<file path="src/rtl/ingress_rdreq_cpl_if.sv">
// ingress_rdreq_cpl_if
//   Bundles every non-clock/reset signal of ingress_rdreq_cpl.
//   Parser side    : rd_req, rd_tdest, req_id, req_tag, req_tc, req_attr, req_lower_addr
//   Config         : cfg_completer_id
//   Register port  : reg_rd_en, reg_rd_dest (out of block); reg_rd_data, reg_rd_vld (into block)
//   CplD stream    : cpl_data, cpl_keep, cpl_last, cpl_valid (out); cpl_ready (in)
//   Error pulses   : ovf_err, tmo_err
//   Modport slave is the completer block; modport master is its environment.
interface ingress_rdreq_cpl_if;
    logic        rd_req;
    logic [9:0]  rd_tdest;
    logic [15:0] req_id;
    logic [7:0]  req_tag;
    logic [2:0]  req_tc;
    logic [1:0]  req_attr;
    logic [6:0]  req_lower_addr;
    logic [15:0] cfg_completer_id;
    logic        reg_rd_en;
    logic [9:0]  reg_rd_dest;
    logic [31:0] reg_rd_data;
    logic        reg_rd_vld;
    logic [63:0] cpl_data;
    logic [1:0]  cpl_keep;
    logic        cpl_last;
    logic        cpl_valid;
    logic        cpl_ready;
    logic        ovf_err;
    logic        tmo_err;

    modport master (
        output rd_req, rd_tdest, req_id, req_tag, req_tc, req_attr, req_lower_addr,
        output cfg_completer_id, reg_rd_data, reg_rd_vld, cpl_ready,
        input  reg_rd_en, reg_rd_dest, cpl_data, cpl_keep, cpl_last, cpl_valid,
        input  ovf_err, tmo_err
    );

    modport slave (
        input  rd_req, rd_tdest, req_id, req_tag, req_tc, req_attr, req_lower_addr,
        input  cfg_completer_id, reg_rd_data, reg_rd_vld, cpl_ready,
        output reg_rd_en, reg_rd_dest, cpl_data, cpl_keep, cpl_last, cpl_valid,
        output ovf_err, tmo_err
    );
endinterface

</file>
<file path="src/rtl/ingress_rdreq_cpl.sv">
// ingress_rdreq_cpl
//   Queues read requests from the ingress parser, reads one 32-bit register per request
//   and answers each with a 3DW-header CplD TLP (1 DW payload) sent as two 64-bit beats.
// Ports
//   clk  : system clock
//   rst  : synchronous active-high reset
//   bus  : ingress_rdreq_cpl_if.slave (parser fields, register read port, CplD stream,
//          ovf_err / tmo_err pulses)
module ingress_rdreq_cpl #(
    parameter int unsigned FIFO_DEPTH = 4,
    parameter int unsigned TIMEOUT    = 64,
    parameter int unsigned DATA_WIDTH = 64
) (
    input logic                clk,
    input logic                rst,
    ingress_rdreq_cpl_if.slave bus
);
    localparam int unsigned AW = $clog2(FIFO_DEPTH);
    localparam int unsigned PW = AW + 1;
    localparam int unsigned CW = (TIMEOUT > 1) ? $clog2(TIMEOUT) : 1;

    localparam logic [2:0] ST_IDLE  = 3'd0;
    localparam logic [2:0] ST_RD    = 3'd1;
    localparam logic [2:0] ST_WAIT  = 3'd2;
    localparam logic [2:0] ST_BEAT0 = 3'd3;
    localparam logic [2:0] ST_BEAT1 = 3'd4;

    logic [45:0]   mem_q [FIFO_DEPTH];
    logic [PW-1:0] wptr_q, wptr_d, rptr_q, rptr_d;
    logic [2:0]    state_q, state_d;
    logic [45:0]   hold_q, hold_d;
    logic [31:0]   data_q, data_d;
    logic [15:0]   cid_q, cid_d;
    logic [CW-1:0] cnt_q, cnt_d;
    logic          ovf_q, ovf_d;

    logic        full, empty, push, pop, tmo, valid;
    logic [45:0] entry;
    logic [31:0] dw0, dw1, dw2, dw3;
    logic [DATA_WIDTH-1:0] beat;

    // Extra pointer bit separates full (MSBs differ) from empty (pointers equal).
    assign empty = (wptr_q == rptr_q);
    assign full  = (wptr_q[AW] != rptr_q[AW]) && (wptr_q[AW-1:0] == rptr_q[AW-1:0]);
    assign push  = bus.rd_req && !full;
    assign entry = {bus.rd_tdest, bus.req_id, bus.req_tag, bus.req_tc, bus.req_attr,
                    bus.req_lower_addr};

    assign wptr_d = push ? wptr_q + PW'(1) : wptr_q;
    assign rptr_d = pop  ? rptr_q + PW'(1) : rptr_q;
    assign ovf_d  = bus.rd_req && full;

    always_comb begin
        state_d = state_q;
        hold_d  = hold_q;
        data_d  = data_q;
        cid_d   = cid_q;
        cnt_d   = cnt_q;
        pop     = 1'b0;
        tmo     = 1'b0;
        case (state_q)
            ST_IDLE: begin
                if (!empty) begin
                    pop     = 1'b1;
                    hold_d  = mem_q[rptr_q[AW-1:0]];
                    state_d = ST_RD;
                end
            end
            ST_RD: begin
                cnt_d   = '0;
                state_d = ST_WAIT;
            end
            ST_WAIT: begin
                // Completer ID is frozen as the completion starts so both beats agree.
                if (bus.reg_rd_vld) begin
                    data_d  = bus.reg_rd_data;
                    cid_d   = bus.cfg_completer_id;
                    state_d = ST_BEAT0;
                end else if (cnt_q == CW'(TIMEOUT - 1)) begin
                    data_d  = 32'h0;
                    cid_d   = bus.cfg_completer_id;
                    tmo     = 1'b1;
                    state_d = ST_BEAT0;
                end else begin
                    cnt_d = cnt_q + CW'(1);
                end
            end
            ST_BEAT0: if (bus.cpl_ready) state_d = ST_BEAT1;
            ST_BEAT1: if (bus.cpl_ready) state_d = ST_IDLE;
            default:  state_d = ST_IDLE;
        endcase
    end

    always_ff @(posedge clk) begin
        if (push) mem_q[wptr_q[AW-1:0]] <= entry;
    end

    always_ff @(posedge clk) begin
        if (rst) begin
            wptr_q  <= '0;
            rptr_q  <= '0;
            state_q <= ST_IDLE;
            hold_q  <= '0;
            data_q  <= '0;
            cid_q   <= '0;
            cnt_q   <= '0;
            ovf_q   <= 1'b0;
        end else begin
            wptr_q  <= wptr_d;
            rptr_q  <= rptr_d;
            state_q <= state_d;
            hold_q  <= hold_d;
            data_q  <= data_d;
            cid_q   <= cid_d;
            cnt_q   <= cnt_d;
            ovf_q   <= ovf_d;
        end
    end

    // Held entry: [45:36] tdest, [35:20] id, [19:12] tag, [11:9] tc, [8:7] attr, [6:0] addr
    assign dw0 = {3'b010, 5'b01010, 1'b0, hold_q[11:9], 4'b0000, 1'b0, 1'b0, hold_q[8:7],
                  2'b00, 10'd1};
    assign dw1 = {cid_q, 3'b000, 1'b0, 12'd4};
    assign dw2 = {hold_q[35:20], hold_q[19:12], 1'b0, hold_q[6:0]};
    assign dw3 = data_q;

    always_comb begin
        beat = '0;
        case (state_q)
            ST_BEAT0: beat = {dw1, dw0};
            ST_BEAT1: beat = {dw3, dw2};
            default:  beat = '0;
        endcase
    end

    assign valid           = (state_q == ST_BEAT0) || (state_q == ST_BEAT1);
    assign bus.cpl_data    = beat;
    assign bus.cpl_valid   = valid;
    assign bus.cpl_keep    = {2{valid}};
    assign bus.cpl_last    = (state_q == ST_BEAT1);
    assign bus.reg_rd_en   = (state_q == ST_RD);
    assign bus.reg_rd_dest = (state_q == ST_RD) ? hold_q[45:36] : 10'd0;
    assign bus.ovf_err     = ovf_q;
    assign bus.tmo_err     = tmo;
endmodule

</file>
<file path="src/flat_wrapper.sv">
// flat-port wrapper written by rule: the top's interface ports become plain ports
module ingress_rdreq_cpl_flat 
#(
    parameter int unsigned FIFO_DEPTH = 4,
    parameter int unsigned TIMEOUT    = 64,
    parameter int unsigned DATA_WIDTH = 64
)
  (clk, rst, bus_rd_req, bus_rd_tdest, bus_req_id, bus_req_tag, bus_req_tc, bus_req_attr, bus_req_lower_addr, bus_cfg_completer_id, bus_reg_rd_data, bus_reg_rd_vld, bus_cpl_ready, bus_reg_rd_en, bus_reg_rd_dest, bus_cpl_data, bus_cpl_keep, bus_cpl_last, bus_cpl_valid, bus_ovf_err, bus_tmo_err);
  ingress_rdreq_cpl_if bus_i ();
  input logic clk;
  input logic rst;
  input wire logic [$bits(bus_i.rd_req)-1:0] bus_rd_req;
  input wire logic [$bits(bus_i.rd_tdest)-1:0] bus_rd_tdest;
  input wire logic [$bits(bus_i.req_id)-1:0] bus_req_id;
  input wire logic [$bits(bus_i.req_tag)-1:0] bus_req_tag;
  input wire logic [$bits(bus_i.req_tc)-1:0] bus_req_tc;
  input wire logic [$bits(bus_i.req_attr)-1:0] bus_req_attr;
  input wire logic [$bits(bus_i.req_lower_addr)-1:0] bus_req_lower_addr;
  input wire logic [$bits(bus_i.cfg_completer_id)-1:0] bus_cfg_completer_id;
  input wire logic [$bits(bus_i.reg_rd_data)-1:0] bus_reg_rd_data;
  input wire logic [$bits(bus_i.reg_rd_vld)-1:0] bus_reg_rd_vld;
  input wire logic [$bits(bus_i.cpl_ready)-1:0] bus_cpl_ready;
  output wire logic [$bits(bus_i.reg_rd_en)-1:0] bus_reg_rd_en;
  output wire logic [$bits(bus_i.reg_rd_dest)-1:0] bus_reg_rd_dest;
  output wire logic [$bits(bus_i.cpl_data)-1:0] bus_cpl_data;
  output wire logic [$bits(bus_i.cpl_keep)-1:0] bus_cpl_keep;
  output wire logic [$bits(bus_i.cpl_last)-1:0] bus_cpl_last;
  output wire logic [$bits(bus_i.cpl_valid)-1:0] bus_cpl_valid;
  output wire logic [$bits(bus_i.ovf_err)-1:0] bus_ovf_err;
  output wire logic [$bits(bus_i.tmo_err)-1:0] bus_tmo_err;
  assign bus_i.rd_req = bus_rd_req;
  assign bus_i.rd_tdest = bus_rd_tdest;
  assign bus_i.req_id = bus_req_id;
  assign bus_i.req_tag = bus_req_tag;
  assign bus_i.req_tc = bus_req_tc;
  assign bus_i.req_attr = bus_req_attr;
  assign bus_i.req_lower_addr = bus_req_lower_addr;
  assign bus_i.cfg_completer_id = bus_cfg_completer_id;
  assign bus_i.reg_rd_data = bus_reg_rd_data;
  assign bus_i.reg_rd_vld = bus_reg_rd_vld;
  assign bus_i.cpl_ready = bus_cpl_ready;
  assign bus_reg_rd_en = bus_i.reg_rd_en;
  assign bus_reg_rd_dest = bus_i.reg_rd_dest;
  assign bus_cpl_data = bus_i.cpl_data;
  assign bus_cpl_keep = bus_i.cpl_keep;
  assign bus_cpl_last = bus_i.cpl_last;
  assign bus_cpl_valid = bus_i.cpl_valid;
  assign bus_ovf_err = bus_i.ovf_err;
  assign bus_tmo_err = bus_i.tmo_err;
  ingress_rdreq_cpl #(.FIFO_DEPTH(FIFO_DEPTH), .TIMEOUT(TIMEOUT), .DATA_WIDTH(DATA_WIDTH)) u_core (.clk(clk), .rst(rst), .bus(bus_i));
endmodule
</file>
<file path="config.mk">
export PLATFORM = sky130hd
export DESIGN_NAME = ingress_rdreq_cpl_flat
export DESIGN_NICKNAME = d
export VERILOG_FILES = /design/src/rtl/ingress_rdreq_cpl_if.sv /design/src/rtl/ingress_rdreq_cpl.sv /design/src/flat_wrapper.sv
export SDC_FILE = /design/constraint.sdc
export NUM_CORES = 1
export LEC_CHECK = 0
export BUFFER_PORTS_ARGS = -buffer_cell sky130_fd_sc_hd__buf_2
export CAP_MARGIN = 10
export CORE_ASPECT_RATIO = 1.75
export CORE_UTILIZATION = 61
export DETAILED_ROUTE_END_ITERATION = 6
export GPL_TIMING_DRIVEN = 0
export PLACE_DENSITY = 0.85
export SYNTH_ARGS = -nofsm -noshare
export SYNTH_HDL_FRONTEND = slang
export SYNTH_SLANG_ARGS = --single-unit
</file>
<file path="constraint.sdc">
create_clock -name clk -period 6.9 [get_ports clk]
set_input_delay 0.345 -clock clk [delete_from_list [all_inputs] [get_ports clk]]
set_output_delay 0.345 -clock clk [all_outputs]
set_load 0.02 [all_outputs]
</file>
# == Word level (Yosys, flattened, before mapping) ==
# Memory sizes are Yosys's and may differ from the RTL's. A register that Yosys moved wholly into a read port is not among the register bits.
# Cells that the tools add are included.
# word_totals
in_bits,99
ff_bits,64
mem_bits_rw,184
out_inout_bits,81
memories,1
wordCells,60
# op_classes
add_sub_neg,3
reduce_logical,12
n_eq_ne,14
bitwise_logic,1
mux,22
# mem_list
name,depth,width,read_ports,rd_clocked_by_memory_dff,wr,line,source
u_core.mem_q,4,46,1,1,1,ingress_rdreq_cpl.sv:28,logic [45:0] mem_q [FIFO_DEPTH];
# op_table
cell,n
case mux 64 bit (2 select lines),1
two-way mux 32 bit,2
two-way mux 16 bit,2
two-way mux 3 bit,5
case mux 3 bit (5 select lines),1
two-way mux 6 bit,2
case mux 6 bit (2 select lines),1
two-way mux 10 bit,1
"!= test 2 bit, second input constant",5
two-way mux 1 bit,7
"adder 3 x 1 -> 3 bit, second input constant",2
"adder 6 x 1 -> 6 bit, second input constant",1
"== test 3 x 2 -> 1 bit, second input constant",2
"== test 6 bit, second input constant",1
AND reduction 2 bit,2
AND reduction 4 bit,1
nonzero test 2 bit,2
"== test 3 x 1 -> 1 bit, second input constant",1
== test 3 bit,1
"== test 3 bit, second input constant",1
logical AND 1 bit,3
zero test 3 bit,1
"!= test 3 x 2 -> 1 bit, second input constant",1
AND reduction 3 bit,1
other kinds (5),5

# == Longest topological paths before layout ==
# logic_depth
depth_word,6
mapped_depth,7
mapped_depth_nobuf,5

# == Worst setup path after synthesis ==
# Ideal clock, no wire load.
# synth_path
path_type,register to register
startpoint,register u_core.wptr_q[0]
endpoint,memory u_core.mem_q[0][0] (enable)
setup_time_ps,408
path_buffers,0
path_slack_ps,4399
period_less_slack_ps,2501
arrival_ps,2093
required_ps,6492
path_stages_with_launch,4
cell_sequence,dfxtp_1 xor2_1 o31a_1 and2_1
# synth_via
elab_chain_len,6
# synth_lines
element,line,source
start: declaration,ingress_rdreq_cpl.sv:29,"logic [PW-1:0] wptr_q, wptr_d, rptr_q, rptr_d;"
start signal: assignment,ingress_rdreq_cpl.sv:109,wptr_q <= wptr_d;
== test 2 bit,ingress_rdreq_cpl.sv:44,assign full = (wptr_q[AW] != rptr_q[AW]) && (wptr_q[AW-1:0] == rptr_q[AW-1:0]);
logical AND 1 bit,ingress_rdreq_cpl.sv:44,
zero test 1 bit,ingress_rdreq_cpl.sv:45,assign push = bus.rd_req && !full;
logical AND 1 bit,ingress_rdreq_cpl.sv:45,
two-way mux 1 bit,ingress_rdreq_cpl.sv:95,if (push) mem_q[wptr_q[AW-1:0]] <= entry;
two-way mux 1 bit (implied by the code),ingress_rdreq_cpl.sv:95,
end: declaration,ingress_rdreq_cpl.sv:28,
# Parallel ways exist; a longest one is shown, timed or not.

# == Final worst setup path ==
# layout_path
startpoint,register u_core.state_q[1]
endpoint,output port bus_cpl_data[20]
# layout_via
elab_chain_len,2
word_cells_on_any_way,3
cone_classes,2 x eq/ne; 1 x mux
# layout_lines
element,line,source
start: declaration,ingress_rdreq_cpl.sv:30,"logic [2:0] state_q, state_d;"
start signal: assignment,ingress_rdreq_cpl.sv:111,state_q <= state_d;
== test 3 bit / == test 3 x 2 -> 1 bit (equally long branches),ingress_rdreq_cpl.sv:129,case (state_q)
case mux 64 bit (2 select lines) (*),ingress_rdreq_cpl.sv:129,
end: declaration,flat_wrapper.sv:25,output wire logic [$bits(bus_i.cpl_data)-1:0] bus_cpl_data;
# Every way passes the cells marked *; elsewhere a longest branch is shown, timed or not.

==> key figures <==
Clocking
  • Resize count post-CTS: 0
  • Htree depth: 1
  • CTS Buffer Depth: 3
  • CTS tree: done
  • Clock transition at path regs: ~0.070 ns
  • Clock insertion delay at the later pin of the skew report: around 0.52 ns
  • Root buf cell: clkbuf_16
  • Hold-fix buffers, CTS: 0
  • Postcts setup bufs: 0
  • # clock sinks: 294
  • Cts bufs inserted: 25

Layout
  • Final core utilization: 73.7%
  • Final net count: 1,096
  • Commonest non-fill, non-tap cell in the layout: buf_2
  • Final instance area: around 0.014 mm2
  • Commonest cells after routing, fill and taps aside: 199 x buf_2, 184 x edfxtp_1, 110 x dfxtp_1
  • Share of cells above drive strength 1: 31.5%
  • Area growth syn-to-layout: 19.0%
  • Fin cells: 1,252

Power and ir drop
  • Peak VDD IR: 0.263 mV
  • Clk pwr share: 31.6%
  • Gate power share: between 20% and 30%
  • Pleak: 5.33 nW
  • Sequential Power Share: 45.7%
  • Switching Fraction: 29.3%
  • Power Density: roughly 350 mW/mm2
  • Switching pwr: between 1 and 1.5 mW
  • Tot Pwr: 4.78 mW
  • Power Internal: 3.38 mW

Synth
  • Async set or reset register ratio after synthesis: 0%
  • XOR/XNOR share of the synthesized area: less than 1%
  • Syn avg cell area: between 10 and 15 um2
  • EDFF count, synth: 184
  • Post-synthesis sequential area ratio: between 60% and 70%
  • Adder-cell share of the synthesized area: 0.656%
  • Syn nets: 887
  • Ys Warns: 0
  • Mux cell area share after synthesis: between 10% and 20%
  • Cell Area, Synth: 0.0115 mm2
  • Combinational family with the most area after synthesis: multiplexers
  • Complex-gate fraction of the synthesized area: 7.96%
  • Main flop type after synthesis: edfxtp_1
  • Yosys reg bits: about 290
  • Netlist cell types: 46
  • Simple-gate portion of the synthesized area: 9.64%
  • Post-Syn Instances: approximately 800

Critical path
  • Startpoint types: flop
  • CP dominant cell by count: buf_2
  • CP max FO: 10
  • Crit-path max cell delay: 0.65 ns
  • Crit path capture type: output pin
  • CP arrival: between 2 and 3 ns
  • Crit path cell chain: nand2_1 > nor2_1 > buf_2 > a22o_1 > buf_2
  • Top delay family on crit path: simple AND/OR/NAND/NOR gates
  • Slowest cell on crit path: nor2_1
  • Worst path bufs/invs: 2
  • Critical Path RT: 6.55 ns
  • Setup CP Type: flop to output pin

Place
  • IO buf count: 178
  • Routability Congestion: 0.836
  • DP Area: between 0.01 and 0.015 mm2
  • Post-DP HPWL: 18.3 mm
  • Cells after DPL: 1,202
  • Post-place setup slack: approximately 4.6 ns

Timing
  • Worst-Margin Slew: 0.840 ns
  • Worst setup margin: ~4 ns
  • Min Tclk post-route: between 2 and 3 ns
  • Fmax: 345 MHz
  • Pins Over Slew Limit: 0
  • RSZ-0062 raised after global routing: false
  • Relative slew slack: a little over two fifths
  • Setup Viol. Count Final: 0
  • Final hold slack: ~0.032 ns
  • Fin. Hold Viols: 0
  • Clock Skew: 0.00830 ns
  • Period utilization: between 40% and 50%
  • Setup TNS: 0 ns

Route
  • # DRC: 0
  • DRT met1 WL: 9.15 mm
  • Via Count: 7,421
  • Avg WL per Cell: 21.4 um
  • Met3 Wirelength: 1.75 mm
  • Routed Antenna Nets: 0
  • DR iter-0 viols: ~480
  • Via/cell ratio: about 6
  • Top sig layer: met4
  • TritonRoute pass-1 iters: 5
  • Routed wl met2: 14.8 mm
  • Total wire length: 26.8 mm

Floorplan
  • I/O pin count: 180
  • Die height: 183 um
  • Starting Density: 61.9%
  • Core area: 0.0185 mm2
  • Die width: 106 um
  • Die area: 0.0193 mm2
  • # rows: 66

Global routing
  • Initial antenna violation count: 5
  • Vias in the first global route: 7,584
  • Largest net degree at the start of global routing: 37
  • GRT overflow: 0
  • Total GRT Usage: 27.9%
  • First-pass GRT wire length: 40.5 mm

Flow run
  • Total of max-cap violations: 0

Status
  • Status: complete, no violations

Hold path
  • Hold/Removal Path Class: primary input to flop
[cell type report]
cell class | count | area [um2]
sequential | 294 | 7730
fill | 1160 | 4870
multi-input combinational | 425 | 3400
timing repair buffer | 182 | 971
clock buffer | 31 | 699
buffer | 57 | 302
tap | 238 | 298
clock inverter | 14 | 195
inverter | 6 | 22.5
antenna | 5 | 12.5
[state kept, by name, summed over array words and instances, names as in the netlist]
signal              flops
u_core.mem_q          184
u_core.state_q          3
u_core.hold_q          46
u_core.cnt_q            6
u_core.wptr_q           3
u_core.rptr_q           3
u_core.cid_q           16
u_core.data_q          32
u_core.bus.ovf_err      1
[logic make-up after synthesis]
family | after synthesis
muxes | 65
and+or+nand+nor | 218
adders and majority gates | 6
buffers and inverters | 63
AOI/OAI and AO/OA | 126
DFF | 294
other | 1
xor gates and xnor gates | 9
[routing by layer]
| layer | vias up | track usage (%) |
|---|---|---|
| li1 | 3369 | - |
| met1 | 3630 | 30.0 |
| met2 | 344 | 53.4 |
| met3 | 78 | 3.87 |
| met4 | 0 | 13.0 |
| met5 | - | 0 |
[worst paths after layout]
| kind | startpoint | to | slack [ns] | cells after the start |
|---|---|---|---|---|
| setup / recovery | u_core.state_q[1] | bus_cpl_data[20] | 4.01 | 5 |
| hold / removal | bus_reg_rd_data[7] | u_core.data_q[7] | 0.03 | 2 |
| setup reg to reg | u_core.rptr_q[0] | u_core.mem_q[0][28] | 4.57 | 5 |
| hold reg to reg | u_core.hold_q[37] | u_core.hold_q[37] | 0.45 | 2 |
[worst register-to-register path: cells and delay by family, from the launching register on]
kind | cells | cell delay (ns)
simple gates | 1 | 0.57
buf+inv | 2 | 0.49
flops | 1 | 0.37
compound gates | 1 | 0.28
xor+xnor | 1 | 0.31
[synth_stat cells, types with 12 or more instances]
library cell | instances | area [um2]
nand2_1 | 101 | 379
and2_1 | 14 | 87.6
mux4_2 | 46 | 1040
dfxtp_1 | 110 | 2200
buf_2 | 21 | 105
mux2i_1 | 18 | 180
a21oi_1 | 49 | 245
buf_4 | 12 | 90.1
nand2b_1 | 32 | 200
clkbuf_1 | 23 | 86.3
edfxtp_1 | 184 | 5530
a22o_1 | 53 | 464
and3_1 | 38 | 238
[power by group through the flow]
stage	Sequential [mW]	Combinational (mW)	Clock, mW
after global placement	2.21	1.02	0
after global routing	2.20	1.17	1.59
after CTS	2.18	1.08	1.52
final	2.19	1.08	1.51
after floorplan	2.18	0.754	0
after detailed placement	2.22	1.06	0
Note: power is estimated with default switching activity, not from simulation.
